$ cat src/rtl/csr_pkg.sv
// Shared definitions for the machine-mode CSR file: addresses, bit indices, cause codes, FSM states.
// No logic; imported by csr_unit and csr_counters.
package csr_pkg;

  localparam logic [11:0] CSR_MSTATUS  = 12'h300;
  localparam logic [11:0] CSR_MISA     = 12'h301;
  localparam logic [11:0] CSR_MIE      = 12'h304;
  localparam logic [11:0] CSR_MTVEC    = 12'h305;
  localparam logic [11:0] CSR_MSCRATCH = 12'h340;
  localparam logic [11:0] CSR_MEPC     = 12'h341;
  localparam logic [11:0] CSR_MCAUSE   = 12'h342;
  localparam logic [11:0] CSR_MTVAL    = 12'h343;
  localparam logic [11:0] CSR_MIP      = 12'h344;
  localparam logic [11:0] CSR_MHARTID  = 12'hF14;
  localparam logic [11:0] CSR_MCYCLE   = 12'hB00;
  localparam logic [11:0] CSR_MINSTRET = 12'hB02;

  localparam int MSTATUS_MIE  = 3;
  localparam int MSTATUS_MPIE = 7;
  localparam int MIP_MTIP     = 7;
  localparam int MIP_MEIP     = 11;

  localparam logic [5:0] CAUSE_ILLEGAL_INSTR    = 6'd2;
  localparam logic [5:0] CAUSE_BREAKPOINT       = 6'd3;
  localparam logic [5:0] CAUSE_LOAD_MISALIGNED  = 6'd4;
  localparam logic [5:0] CAUSE_STORE_MISALIGNED = 6'd6;
  localparam logic [5:0] CAUSE_M_TIMER          = 6'd7;
  localparam logic [5:0] CAUSE_ECALL_M          = 6'd11;
  localparam logic [5:0] CAUSE_M_EXT            = 6'd11;

  // RV64 (MXL=2) with the I base extension
  localparam logic [63:0] MISA_VAL = {2'b10, 36'd0, 26'h000_0100};

  typedef enum logic {RUN, REDIR} csr_state_e;

  function automatic logic [63:0] trap_target(input logic [63:0] mtvec,
                                              input logic        is_irq,
                                              input logic [5:0]  code);
    logic [63:0] base;
    base = {mtvec[63:2], 2'b00};
    if (mtvec[1:0] == 2'b01 && is_irq)
      return base + {56'd0, code, 2'b00};
    return base;
  endfunction

endpackage

$ cat src/rtl/csr_counters.sv
// mcycle/minstret counters with CSR-write override; a write that cycle beats the increment.
// Latency: written value visible the next cycle. No backpressure; always accepts writes.
module csr_counters
  import csr_pkg::*;
(
  input  logic        CLK,
  input  logic        RST_N,
  input  logic        wr_vld,
  input  logic [11:0] wr_addr,
  input  logic [63:0] wr_dat,
  input  logic        retire,
  output logic [63:0] mcycle,
  output logic [63:0] minstret
);

  logic mcycle_wr;
  logic minstret_wr;

  assign mcycle_wr   = wr_vld && (wr_addr == CSR_MCYCLE);
  assign minstret_wr = wr_vld && (wr_addr == CSR_MINSTRET);

  always_ff @(posedge CLK) begin
    if (!RST_N) begin
      mcycle   <= '0;
      minstret <= '0;
    end else begin
      mcycle <= mcycle_wr ? wr_dat : mcycle + 64'd1;
      if (minstret_wr)
        minstret <= wr_dat;
      else if (retire)
        minstret <= minstret + 64'd1;
    end
  end

endmodule

$ cat src/rtl/csr_unit.sv
// Machine-mode CSR file with trap entry / MRET and a registered PC redirect to fetch.
// Latency: reads combinational, REDIRECT one cycle after CS/MRET. No backpressure.
// Counters (mcycle/minstret) are built only when CSR_COUNTERS_EN is defined.
module csr_unit
  import csr_pkg::*;
#(
  parameter logic [63:0] MTVEC_RESET = 64'h0000_0000_0000_0100,
  parameter logic [63:0] HART_ID     = 64'd0
)
(
  input  logic        CLK,
  input  logic        RST_N,
  input  logic        WB_LD_CSR,
  input  logic [11:0] WB_CSR_ADDR,
  input  logic [63:0] WB_CSR_DATA,
  input  logic [11:0] RD_CSR_ADDR,
  output logic [63:0] RD_CSR_DATA,
  output logic        ILLEGAL_CSR,
  input  logic        CS,
  input  logic [63:0] CAUSE,
  input  logic [63:0] TRAP_PC,
  input  logic [63:0] TRAP_VAL,
  input  logic        MRET,
  input  logic        WB_RETIRE,
  input  logic        TIMER_IRQ,
  input  logic        EXT_IRQ,
  output logic        INT_PENDING,
  output logic        REDIRECT,
  output logic [63:0] REDIRECT_PC
);

  csr_state_e  state_q, state_d;
  logic        take_trap, take_mret;

  logic        mstatus_mie, mstatus_mpie;
  logic        mie_mtie, mie_meie;
  logic        mip_mtip, mip_meip;
  logic [63:0] mtvec, mscratch, mepc, mcause, mtval;
  logic [63:0] mcycle, minstret;

  logic        wr_vld;
  logic        wr_blocked;

  always_ff @(posedge CLK) begin
    if (!RST_N) state_q <= RUN;
    else        state_q <= state_d;
  end

  // CS and MRET are only honoured in RUN; in REDIR the pipeline is flushing
  always_comb begin
    state_d   = state_q;
    take_trap = 1'b0;
    take_mret = 1'b0;
    REDIRECT  = 1'b0;
    case (state_q)
      RUN: begin
        if (CS) begin
          take_trap = 1'b1;
          state_d   = REDIR;
        end else if (MRET) begin
          take_mret = 1'b1;
          state_d   = REDIR;
        end
      end
      REDIR: begin
        REDIRECT = 1'b1;
        state_d  = RUN;
      end
      default: state_d = RUN;
    endcase
  end

  // A CSR write loses only where the trap or MRET updates the same register
  always_comb begin
    wr_blocked = 1'b0;
    if (take_trap)
      wr_blocked = (WB_CSR_ADDR == CSR_MSTATUS) || (WB_CSR_ADDR == CSR_MEPC) ||
                   (WB_CSR_ADDR == CSR_MCAUSE)  || (WB_CSR_ADDR == CSR_MTVAL);
    else if (take_mret)
      wr_blocked = (WB_CSR_ADDR == CSR_MSTATUS);
  end

  assign wr_vld = WB_LD_CSR && !wr_blocked;

  always_ff @(posedge CLK) begin
    if (!RST_N) begin
      mstatus_mie  <= 1'b0;
      mstatus_mpie <= 1'b0;
      mie_mtie     <= 1'b0;
      mie_meie     <= 1'b0;
      mip_mtip     <= 1'b0;
      mip_meip     <= 1'b0;
      mtvec        <= MTVEC_RESET;
      mscratch     <= '0;
      mepc         <= '0;
      mcause       <= '0;
      mtval        <= '0;
      REDIRECT_PC  <= '0;
      INT_PENDING  <= 1'b0;
    end else begin
      if (take_trap) begin
        mepc         <= {TRAP_PC[63:2], 2'b00};
        mcause       <= CAUSE;
        mtval        <= TRAP_VAL;
        mstatus_mpie <= mstatus_mie;
        mstatus_mie  <= 1'b0;
        REDIRECT_PC  <= trap_target(mtvec, CAUSE[63], CAUSE[5:0]);
      end else if (take_mret) begin
        mstatus_mie  <= mstatus_mpie;
        mstatus_mpie <= 1'b1;
        REDIRECT_PC  <= mepc;
      end

      if (wr_vld) begin
        case (WB_CSR_ADDR)
          CSR_MSTATUS: begin
            mstatus_mie  <= WB_CSR_DATA[MSTATUS_MIE];
            mstatus_mpie <= WB_CSR_DATA[MSTATUS_MPIE];
          end
          CSR_MIE: begin
            mie_mtie <= WB_CSR_DATA[MIP_MTIP];
            mie_meie <= WB_CSR_DATA[MIP_MEIP];
          end
          // MODE values 2 and 3 are reserved and collapse to direct
          CSR_MTVEC:    mtvec    <= {WB_CSR_DATA[63:2], 1'b0, (WB_CSR_DATA[1:0] == 2'b01)};
          CSR_MSCRATCH: mscratch <= WB_CSR_DATA;
          CSR_MEPC:     mepc     <= {WB_CSR_DATA[63:2], 2'b00};
          CSR_MCAUSE:   mcause   <= WB_CSR_DATA;
          CSR_MTVAL:    mtval    <= WB_CSR_DATA;
          default: ;
        endcase
      end

      mip_mtip    <= TIMER_IRQ;
      mip_meip    <= EXT_IRQ;
      INT_PENDING <= mstatus_mie & ((mie_mtie & mip_mtip) | (mie_meie & mip_meip));
    end
  end

`ifdef CSR_COUNTERS_EN
  csr_counters u_counters (
    .CLK      (CLK),
    .RST_N    (RST_N),
    .wr_vld   (WB_LD_CSR),
    .wr_addr  (WB_CSR_ADDR),
    .wr_dat   (WB_CSR_DATA),
    .retire   (WB_RETIRE),
    .mcycle   (mcycle),
    .minstret (minstret)
  );
`else
  logic unused_retire;
  assign unused_retire = WB_RETIRE;
  assign mcycle        = '0;
  assign minstret      = '0;
`endif

  always_comb begin
    RD_CSR_DATA = '0;
    ILLEGAL_CSR = 1'b0;
    case (RD_CSR_ADDR)
      CSR_MSTATUS: begin
        RD_CSR_DATA[12:11]          = 2'b11;
        RD_CSR_DATA[MSTATUS_MPIE]   = mstatus_mpie;
        RD_CSR_DATA[MSTATUS_MIE]    = mstatus_mie;
      end
      CSR_MISA:     RD_CSR_DATA = MISA_VAL;
      CSR_MIE: begin
        RD_CSR_DATA[MIP_MTIP] = mie_mtie;
        RD_CSR_DATA[MIP_MEIP] = mie_meie;
      end
      CSR_MTVEC:    RD_CSR_DATA = mtvec;
      CSR_MSCRATCH: RD_CSR_DATA = mscratch;
      CSR_MEPC:     RD_CSR_DATA = mepc;
      CSR_MCAUSE:   RD_CSR_DATA = mcause;
      CSR_MTVAL:    RD_CSR_DATA = mtval;
      CSR_MIP: begin
        RD_CSR_DATA[MIP_MTIP] = mip_mtip;
        RD_CSR_DATA[MIP_MEIP] = mip_meip;
      end
      CSR_MHARTID:  RD_CSR_DATA = HART_ID;
`ifdef CSR_COUNTERS_EN
      CSR_MCYCLE:   RD_CSR_DATA = mcycle;
      CSR_MINSTRET: RD_CSR_DATA = minstret;
`endif
      default:      ILLEGAL_CSR = 1'b1;
    endcase
  end

endmodule
$ cat config.mk
export PLATFORM = sky130hd
export DESIGN_NAME = csr_unit
export DESIGN_NICKNAME = d
export VERILOG_FILES = /design/src/rtl/csr_pkg.sv /design/src/rtl/csr_counters.sv /design/src/rtl/csr_unit.sv
export SDC_FILE = /design/constraint.sdc
export NUM_CORES = 1
export LEC_CHECK = 0
export ABC_AREA = 1
export CORE_MARGIN = 4
export CORE_UTILIZATION = 33
export CTS_CLUSTER_SIZE = 24
export DETAILED_ROUTE_END_ITERATION = 8
export DONT_BUFFER_PORTS = 1
export GPL_TIMING_DRIVEN = 0
export PLACE_DENSITY = 0.45
export SLEW_MARGIN = 10
export SYNTH_ARGS = -nofsm -noshare
export SYNTH_HDL_FRONTEND = slang
export SYNTH_SLANG_ARGS = --single-unit
$ cat constraint.sdc
create_clock -name CLK -period 4.3 [get_ports CLK]
set_clock_uncertainty 0.15 [all_clocks]
set_input_delay 0.645 -clock CLK [delete_from_list [all_inputs] [get_ports CLK]]
set_output_delay 0.645 -clock CLK [all_outputs]
set_load 0.03 [all_outputs]
# Word level (Yosys, flattened, before mapping)
# Cells that the tools add are included.
totals:
  regBits: 391
  output_inout_bits: 131
  input_bits: 288
  word_cells: 92
classes:
  n_reduce_logical: 11
  addsub: 1
  n_mux: 43
  n_eq_ne: 18
  bitwise_logic: 5
op_table:
  columns: ["cell", "count"]
  rows:
  - ["64-bit 2-to-1 mux", 13]
  - ["51-bit case mux with 6 select lines", 1]
  - ["12-bit by 10-bit == test with 1-bit output, second input constant", 16]
  - ["64-bit by 8-bit adder with 64-bit output", 1]
  - ["3-bit case mux with 5 select lines", 2]
  - ["1-bit 2-to-1 mux", 21]
  - ["3-bit case mux with 6 select lines", 1]
  - ["1-bit case mux with 8 select lines", 2]
  - ["12-bit == test, second input constant", 1]
  - ["1-bit case mux with 6 select lines", 2]
  - ["10-bit OR reduction", 1]
  - ["2-bit AND reduction", 3]
  - ["1-bit bitwise AND", 3]
  - ["1-bit logical OR", 3]
  - ["2-bit by 1-bit == test with 1-bit output, second input constant", 1]
  - ["1-bit logical AND", 2]
  - ["1-bit case mux with 2 select lines", 1]
  - ["2-bit nonzero test", 1]
  - ["1-bit logical NOT", 1]
  - ["1-bit NOT", 1]
  - ["1-bit bitwise OR", 1]

# Longest topological paths before layout
# Gate-level depths: netlist (run 1).
depth:
  depth_word: 8
  depth_mapped: 14
  depth_no_buf: 14

# Least setup slack after synthesis (run 1)
# Ideal clock, no wire load.
synth_timing:
  path_kind: "input to output"
  start: "input RD_CSR_ADDR[5]"
  end: "output RD_CSR_DATA[13]"
  t_required_ns: 3.505
  t_arrival_ns: 2.168
  setup_slack_ns: 1.337
  n_path_buf: 1
  cell_stages: 8
  path_cell_list: "nor2_1 > nand2_1 > nor2_1 > nand2_1 > nor2_1 > inv_1 > clkbuf_1 > o21ai_0"
synth_between:
  elab_chain_len: 2
  word_cells_on_any_way: 7
  cone_classes: "eq/ne (6); mux (1)"
synth_lines:
  columns: ["element", "line", "rtl"]
  rows:
  - ["start, declared", "csr_unit.sv:16", "input logic [11:0] RD_CSR_ADDR,"]
  - ["12-bit by 10-bit == test with 1-bit output", "csr_unit.sv:161", "case (RD_CSR_ADDR)"]
  - ["51-bit case mux with 6 select lines (*)", "csr_unit.sv:161", null]
  - ["end, declared", "csr_unit.sv:17", "output logic [63:0] RD_CSR_DATA,"]
# Every way passes the cells marked *; elsewhere a longest branch is shown, timed or not.

# Final worst setup path (run 1)
# Same ends and word-level chain as after synthesis.

==> results of run 1 <==
worst max-delay path, stage by stage:
cell and delay (ns):
nor2_1 0.12, nand2_1 0.07, nor2_1 0.21, nand2_1 0.10
nor2_1 0.33, inv_1 0.36, clkbuf_1 0.62, o21ai_0 1.06
through the flow:
step / hold WS (ns) / setup slack, ns / setup TNS (ns) / cells
2_1_floorplan: 0.274 / 1.34 / 0 / 3627
3_3_place_gp: 0.285 / -0.563 / -6.44 / 4500
3_5_place_dp: 0.290 / -0.375 / -3.19 / 4500
4_1_cts: 0.0113 / -0.0118 / -0.0328 / 4591
5_1_grt: 0.0209 / -0.0628 / -0.173 / 4593
6_report: 0.0342 / -0.0381 / -0.0910 / 4596
logic make-up (layout without fill, tap and decap cells):
group                      after synthesis  in the layout  synth area share, %
and+or+nand+nor                       1719           1719                 31.5
AOI/OAI and AO/OA                      960            960                 22.7
buffers and inverters                  534            625                 10.0
DFF                                    391            391                 34.7
xor gates and xnor gates                16             16                0.622
adders and majority gates                7              7                0.422
other                                    0              5                    0
routing by layer:
layer / global-route usage (%) / share of wire (%) / vias to the layer above
met5: 0 / 0.010 / -
met4: 13.3 / 4.3 / 2
met3: 7.87 / 9.4 / 226
met2: 53.3 / 44 / 1265
met1: 44.1 / 42 / 12400
li1: - / - / 12100
final timing paths:
path	start	cells past startpoint	slack, ns	end
worst max-delay path	RD_CSR_ADDR[5]	8	-0.04	RD_CSR_DATA[13]
worst min register to register	mscratch[22]	2	0.30	mscratch[22]
worst max register to register	state_q	7	1.11	REDIRECT_PC[2]
worst min-delay path	WB_CSR_DATA[56]	2	0.03	mepc[56]
synthesized netlist by cell type (all sizes together):
cell / number / area, µm²
nor4: 3 / 18.8
nand3: 208 / 1070
nand4: 33 / 206
and2: 6 / 37.5
a211oi: 1 / 7.51
a21oi: 318 / 1590
nor3: 83 / 453
a22o: 14 / 123
o21ai: 534 / 2680
inv: 270 / 1020
ha: 6 / 75.1
o211ai: 4 / 43.8
o22ai: 17 / 106
a22oi: 1 / 7.51
dfxtp: 391 / 7830
nor3b: 1 / 12.5
fa: 1 / 20.0
o2111ai: 2 / 17.5
nand2: 1192 / 4490
a221oi: 47 / 412
buf: 126 / 724
a31oi: 21 / 131
clkinv: 3 / 11.3
a21o: 1 / 7.51
xor2: 15 / 131
xnor2: 1 / 8.76
nor2: 193 / 802
clkbuf: 135 / 507
cell type report:
type / instances / area (µm²)
clock buffers: 73 / 1490
multi-input cells: 2702 / 12500
flip-flops and latches: 391 / 7830
diodes: 5 / 12.5
plain buffers: 261 / 1250
clock inverters: 16 / 121
repair buffers: 2 / 20.0
fillers: 7583 / 42100
well taps: 873 / 1090
inverters: 273 / 1030
registers in the layout (all words and copies together), names as in the netlist, 63 cells and up:
name         cells
REDIRECT_PC     64
mcause          64
mepc            64
mscratch        64
mtval           64
mtvec           63
power breakdown:
group          internal, mW  leakage (nW)  switching, mW
clock network          2.45         0.787           1.82
registers              3.79          3.19          0.225
logic                 0.316          6.21          0.742
total                  6.55          10.2           2.79
repair_timing:
action | in CTS | in global routing
hold endpoints to repair | 2 | 0
resized for setup | 17 | 19
endpoints found under the setup margin | 24 | 31
hold buffers | 2 | 0
==> results.cfg, run 1 <==
[cts]
cts_tree = yes
clock_latency_ns = 0.61
cts_setup_buffers = 0
cts_buffers = 49
root_buffer = clkbuf_16
numClockSinks = 391
cts_max_level = 2
clockBufferDepth = 3
clkSlewWorstSetupHoldPaths_ns = 0.06

[status]
violations = negative setup slack
outcome = finished, violations left

[cells_and_area]
drive_gt1_share_pct = 6.78
final_common_cell = nand2_1
finalNetCount = 3975
final_util_pct = 37.5
syn2layout_area_growth_pct = 12.2
final_area_mm2 = 0.0253
mostFrequentLayoutCells = nand2_1 (1188), o21ai_0 (392), dfxtp_1 (391)

[floorplanning]
core_mm2 = 0.0674
dieHeight_um = 269
num_rows = 95
dieArea_mm2 = 0.0725
die_w_um = 269
initial_core_util_pct = 33.4
ios = 419

[yosys]
syn_inst = 3627
avgSynthCellArea_um2 = 6.21
yosys_warnings = 0
ys_seq_elements = 391
yosysSeqAreaShare_pct = 34.7
syn_area_mm2 = 0.0225
syn-num-nets = 3922
ys_types = 46

[routing]
avgViaCountPerCell = 5.67
vias = 26100
drt_iter0_drc = 2828
wirelength_um = 128000
first_pass_iters = 5
drtAntennaViolNets = 0
wire_per_inst_um = 27.9
drc_errors = 0

[sta]
finalMaxSlewViolations = 0
setup_viol = 3
min_period_ns = 4.34
fin_crit_sh_pct = 101
worst_slack_ns = -0.0381
rsz0062_at_grt = yes
slew_headroom_pct = 8.86
clock.fmax_ghz = 0.231
max_slew.worst_pin.slew_ns = 1.37
final-hold-violation-count = 0

[setup_path]
critPathArrivalTime_ns = 3.54
cp_max_fo = 10
end_kind = output pin
critPathLaunchType = input port
required_ns = 3.50
crit_type = in2out

[global_route]
antenna_found_initial = 10
grt_overflow_total = 0
grt_pass1_wl_um = 179000
grt_pass1_vias = 24100
grt_max_degree = 13
grtUsageTotal_pct = 33.5

[power_and_ir_drop]
power_per_cell_area_mw_per_mm2 = 369
irDropWorstVdd_v = 0.000326
p_leak_nw = 10.2
totalPowerFinal_mw = 9.34

[min_path]
hp-class = in2reg

[placement]
postPlaceCellArea_mm2 = 0.0236
dp_hpwl_um = 97600
io_buffer_count = 0
gp_congestion = 0.947

[run]
max_cap_violations = 0
Note: power is estimated with default switching activity, not from simulation.
==> inputs of run 2 (changes only) <==
- CAP_MARGIN: unset -> 20
==> run 2 against run 1 <==
  * The flow now finishes without violations
  * Final cell count increased by 0.52%
  * Core utilization increased by 0.38 points
  * Count of clock-buffer cells in the layout fell by 3
  * Combinational power about the same
  * Critical path type unchanged
  * Non-clock buffer count grew 21
  * Routed wire length up 0.30%
==> results.cfg, run 2 (synthesis gave the netlist of run 1 again) <==
[global_route]
grt_max_degree = 13
grt_overflow_total = 0
antenna_found_initial = 7
grt_pass1_wl_um = 178000
grtUsageTotal_pct = 33.4
grt_pass1_vias = 24000

[placement]
io_buffer_count = 0
pre_cts_ws_ns = -0.259
postPlaceCellArea_mm2 = 0.0238
dp_hpwl_um = 98400
gp_congestion = 0.947

[cts]
cts_max_level = 2
clock_latency_ns = 0.60
root_buffer = clkbuf_16
cts_tree = yes
numClockSinks = 391
clkSlewWorstSetupHoldPaths_ns = 0.06
cts_buffers = 48
clockBufferDepth = 3
cts_setup_buffers = 0

[status]
outcome = finished, final reports clean

[power_and_ir_drop]
power_per_cell_area_mw_per_mm2 = 371
p_int_mw = 6.72
p_leak_nw = 10.4
pwr-share-clk_pct = 46.4
p_comb_share_pct = 11.2
p_sw_share_pct = 29.0
power_switching_mw = 2.75
irDropWorstVdd_v = 0.000237
p_seq_share_pct = 42.4

[min_path]
min_to = mepc[60]
hp-class = in2reg
hold_depth = 2
hold_start = WB_CSR_DATA[60]

[cells_and_area]
final_util_pct = 37.9
finalNetCount = 3995
fill_cells = 7638
drive_gt1_share_pct = 7.25
mostFrequentLayoutCells = nand2_1 (1187), o21ai_0 (406), dfxtp_1 (391)
final_common_cell = nand2_1
final_area_mm2 = 0.0256
syn2layout_area_growth_pct = 13.4

[floorplanning]
dieArea_mm2 = 0.0725
ios = 419
num_rows = 95
core_mm2 = 0.0674
die_w_um = 269
initial_core_util_pct = 33.4
dieHeight_um = 269

[setup_path]
r2r-start = state_q
cp_max_fo = 10
end_kind = output pin
reg2reg_slack_ns = 1.12
crit_type = in2out
required_ns = 3.50
worstReg2RegEnd = REDIRECT_PC[2]
critPathLaunchType = input port
critPathArrivalTime_ns = 3.47
r2r_cells = 7

[routing]
avgViaCountPerCell = 5.64
first_pass_iters = 6
drtAntennaViolNets = 0
drc_errors = 0
wire_per_inst_um = 27.8
drt_iter0_drc = 2853
wirelength_um = 128000
vias = 26100

[sta]
slew_headroom_pct = 14.6
final-hold-violation-count = 0
hold_ws_ns = 0.0407
max_slew.worst_pin.slew_ns = 1.28
finalMaxSlewViolations = 0
worst_slack_ns = 0.0338
min_period_ns = 4.27
fin_crit_sh_pct = 99.2
tns_ns = 0
clock.fmax_ghz = 0.234
setup_viol = 0
rsz0062_at_grt = no

[run]
max_cap_violations = 0
[run 2: per-stage QoR]
stage                     power (mW)  std cells
after floorplan                 4.72       3627
after global routing            9.73       4611
after CTS                       9.45       4608
final                           9.47       4620
after detailed placement        5.12       4519
after global placement          5.12       4500
[run 2: area by class of cell]
cell class / instances / area, µm² / share of cell area [%]
multi-input combinational: 2702 / 12500 / 48.8
buffer: 261 / 1240 / 4.86
sequential: 391 / 7830 / 30.6
tap: 873 / 1090 / 4.28
inverter: 273 / 1030 / 4.02
timing repair buffer: 23 / 219 / 0.857
clock buffer: 70 / 1450 / 5.66
antenna: 10 / 25.0 / 0.0979
clock inverter: 17 / 213 / 0.832
[run 2: worst max path at each step]
stage                      endpoint  slack [ns]            from
floorplan           RD_CSR_DATA[13]        1.34  RD_CSR_ADDR[5]
global placement        ILLEGAL_CSR       -0.56  RD_CSR_ADDR[9]
detailed placement   RD_CSR_DATA[4]       -0.26  RD_CSR_ADDR[5]
CTS                 RD_CSR_DATA[28]      -0.007  RD_CSR_ADDR[5]
global route        RD_CSR_DATA[47]       0.002  RD_CSR_ADDR[7]
finish              RD_CSR_DATA[47]        0.03  RD_CSR_ADDR[5]
[run 2: repair_timing]
item | 4_1_cts | 5_1_grt
gates resized for setup | 7 | 9
hold buffers | 2 | 0
hold endpoints to repair | 2 | 0
endpoints found under the setup margin | 17 | 28
[run 2: power by group through the flow]
stage | Sequential (mW) | Combinational, mW | Clock (mW)
2_1_floorplan | 4.02 | 0.707 | 0
3_3_place_gp | 4.09 | 1.03 | 0
3_5_place_dp | 4.09 | 1.03 | 0
4_1_cts | 4.01 | 1.04 | 4.41
5_1_grt | 4.02 | 1.17 | 4.54
6_report | 4.01 | 1.06 | 4.40
[run 2: layer usage]
layer  up-vias  part of all wire, %  GRT usage (%)  routed length [µm]
met1     12500                   42           44.2               53900
li1      12200                    -              -                   -
met5         -                    0              0                   0
met2      1227                   45           53.9               57700
met3       195                  9.2           7.38               11800
met4         0                  3.9           11.9                5030
[run 2: worst max-delay path, stage by stage]
cell      delay (ns)
nor2_1          0.12
nand2_1         0.07
nor2_1          0.21
nand2_1         0.10
nor2_1          0.34
inv_1           0.36
clkbuf_1        0.59
o21ai_0         1.02
==> inputs of run 3 (changes only) <==
- SKIP_LAST_GASP: unset -> 1
- SYNTH_HIERARCHICAL: unset -> 1
==> run 3 against run 2 <==
  * Sequential share of layout area hardly changed
  * Via count stayed put
  * Synthesized area stayed put
  * Sequential power hardly changed
  * Global-route usage stayed put
  * Fmax is 0.78% lower
  * Register-to-register slack hardly changed
  * Combinational power hardly changed
  * Die area stayed put
  * Routed wire length hardly changed
  * Setup slack worse by 0.033 ns
==> results.cfg, run 3 <==
[floorplanning]
dieArea_mm2 = 0.0725
die_w_um = 269
initial_core_util_pct = 33.4
num_rows = 95
ios = 419
core_mm2 = 0.0674
dieHeight_um = 269

[power_and_ir_drop]
p_leak_nw = 10.4
p_int_mw = 6.72
pwr-share-clk_pct = 46.4
p_seq_share_pct = 42.4
power_switching_mw = 2.75
p_sw_share_pct = 29.0
irDropWorstVdd_v = 0.000236
power_per_cell_area_mw_per_mm2 = 371
p_comb_share_pct = 11.2

[yosys]
synthTopCellsByArea = dfxtp_1 (35%), nand2_1 (20%), o21ai_0 (9.3%)
synthArstFlopShare_pct = 0
ys_types = 46
yosys_warnings = 6
synth_edf_count = 0
yosysMostFrequentCell = nand2_1
avgSynthCellArea_um2 = 6.21
synth_flop_cell = dfxtp_1
syn_area_mm2 = 0.0225
syn_inst = 3627
syn-num-nets = 3922
synth_common_cells = nand2_1 (1189), o21ai_0 (418), dfxtp_1 (391)
yosysSeqAreaShare_pct = 34.7
synth_top_area_share_pct = 34.7
ys_seq_elements = 391
yosysTopAreaCell = dfxtp_1

[global_route]
grt_pass1_vias = 24000
grt_overflow_total = 0
grtUsageTotal_pct = 33.4
grt_max_degree = 13
antenna_found_initial = 7
grt_pass1_wl_um = 178000

[cts]
clkSlewWorstSetupHoldPaths_ns = 0.06
root_buffer = clkbuf_16
numClockSinks = 391
cts_max_level = 2
clockBufferDepth = 3
cts_buffers = 48
cts_tree = yes
cts_setup_buffers = 0
clock_latency_ns = 0.59

[sta]
worst_slack_ns = 0.000343
rsz0062_at_grt = yes
hold_ws_ns = 0.0413
final-hold-violation-count = 0
tns_ns = 0
slew_headroom_pct = 14.3
fin_crit_sh_pct = 100
max_slew.worst_pin.slew_ns = 1.29
finalMaxSlewViolations = 0
min_period_ns = 4.30
setup_viol = 0
clock.fmax_ghz = 0.233

[cells_and_area]
finalNetCount = 3995
mostFrequentLayoutCells = nand2_1 (1187), o21ai_0 (407), dfxtp_1 (391)
final_area_mm2 = 0.0256
fill_cells = 7637
final_cells = 4621
final_common_cell = nand2_1
drive_gt1_share_pct = 7.25
syn2layout_area_growth_pct = 13.4

[setup_path]
crit_type = in2out
cp_max_fo = 11
r2r-start = state_q
critPathLaunchType = input port
required_ns = 3.50
critPathArrivalTime_ns = 3.50
end_kind = output pin
reg2reg_slack_ns = 1.12
crit_path_start = RD_CSR_ADDR[5]
worstReg2RegEnd = REDIRECT_PC[4]
r2r_cells = 7

[placement]
dp_hpwl_um = 98400
pre_cts_ws_ns = -0.259
io_buffer_count = 0
dp_cells = 4519
gp_congestion = 0.947
postPlaceCellArea_mm2 = 0.0238

[run]
max_cap_violations = 0

[routing]
drtAntennaViolNets = 0
wirelength_um = 128000
drc_errors = 0
wire_per_inst_um = 27.8
drt_iter0_drc = 2853
vias = 26100
avgViaCountPerCell = 5.64
first_pass_iters = 6

[min_path]
hp-class = in2reg
min_to = mepc[60]
hold_start = WB_CSR_DATA[60]
hold_depth = 2

[status]
outcome = finished, final reports clean
## run 3: kinds of logic (layout without fill, tap and decap cells)
group | after synthesis | count (layout) | share of synthesized area [%]
adder cells (fa/ha/maj) | 7 | 7 | 0.422
AND/OR/NAND/NOR | 1719 | 1719 | 31.5
other | 0 | 11 | 0
flip-flops | 391 | 391 | 34.7
buffers and inverters | 534 | 644 | 10.0
XOR/XNOR | 16 | 16 | 0.622
AO/OA/AOI/OAI | 960 | 960 | 22.7
## run 3: power groups by stage
stage	combinational (mW)	sequential, mW	clock (mW)
floorplan	0.707	4.02	0
detailed placement	1.03	4.09	0
CTS	1.04	4.01	4.41
global placement	1.03	4.09	0
finish	1.06	4.01	4.39
global route	1.17	4.02	4.54
## run 3: area by class of cell
| class | count | area (µm²) | area share [%] |
|---|---|---|---|
| Sequential cell | 391 | 7830 | 30.6 |
| Timing Repair Buffer | 23 | 219 | 0.857 |
| Tap cell | 873 | 1090 | 4.27 |
| Clock inverter | 17 | 213 | 0.832 |
| Multi-Input combinational cell | 2702 | 12500 | 48.8 |
| Buffer | 261 | 1240 | 4.86 |
| Antenna cell | 11 | 27.5 | 0.108 |
| Clock buffer | 70 | 1450 | 5.66 |
| Inverter | 273 | 1030 | 4.02 |
## run 3: metal layers
metal,share of wire [%],vias up,global-route usage [%]
met2,45,1228,53.9
met5,0,-,0
met3,9.2,199,7.38
li1,-,12200,-
met4,4.0,0,11.9
met1,42,12500,44.2
## run 3: worst max-delay path, cell delays in order
cell,delay [ns]
nor2_1,0.12
nand2_1,0.07
nor2_1,0.21
nand2_1,0.10
nor2_1,0.34
inv_1,0.36
clkbuf_1,0.61
o21ai_0,1.03
## run 3: how the worst max path moves through the flow
stage,to,slack (ns),cells past startpoint
floorplan,RD_CSR_DATA[13],1.34,8
global placement,ILLEGAL_CSR,-0.56,8
detailed placement,RD_CSR_DATA[4],-0.26,9
CTS,RD_CSR_DATA[28],-0.007,8
global route,RD_CSR_DATA[17],-0.01,8
finish,RD_CSR_DATA[47],0.0003,8
## run 3: repair_timing
action,4_1_cts,5_1_grt
endpoints found under the hold margin,2,0
hold buffers,2,0
setup endpoints to repair,17,28
resized for setup,7,8
cloned,0,0
pin swaps,0,0
## run 3: stage by stage
stage          util, %  power [mW]
2_1_floorplan        -        4.72
3_3_place_gp      35.1        5.12
3_5_place_dp      35.3        5.12
4_1_cts           37.8        9.45
5_1_grt           37.9        9.73
6_report          37.9        9.47
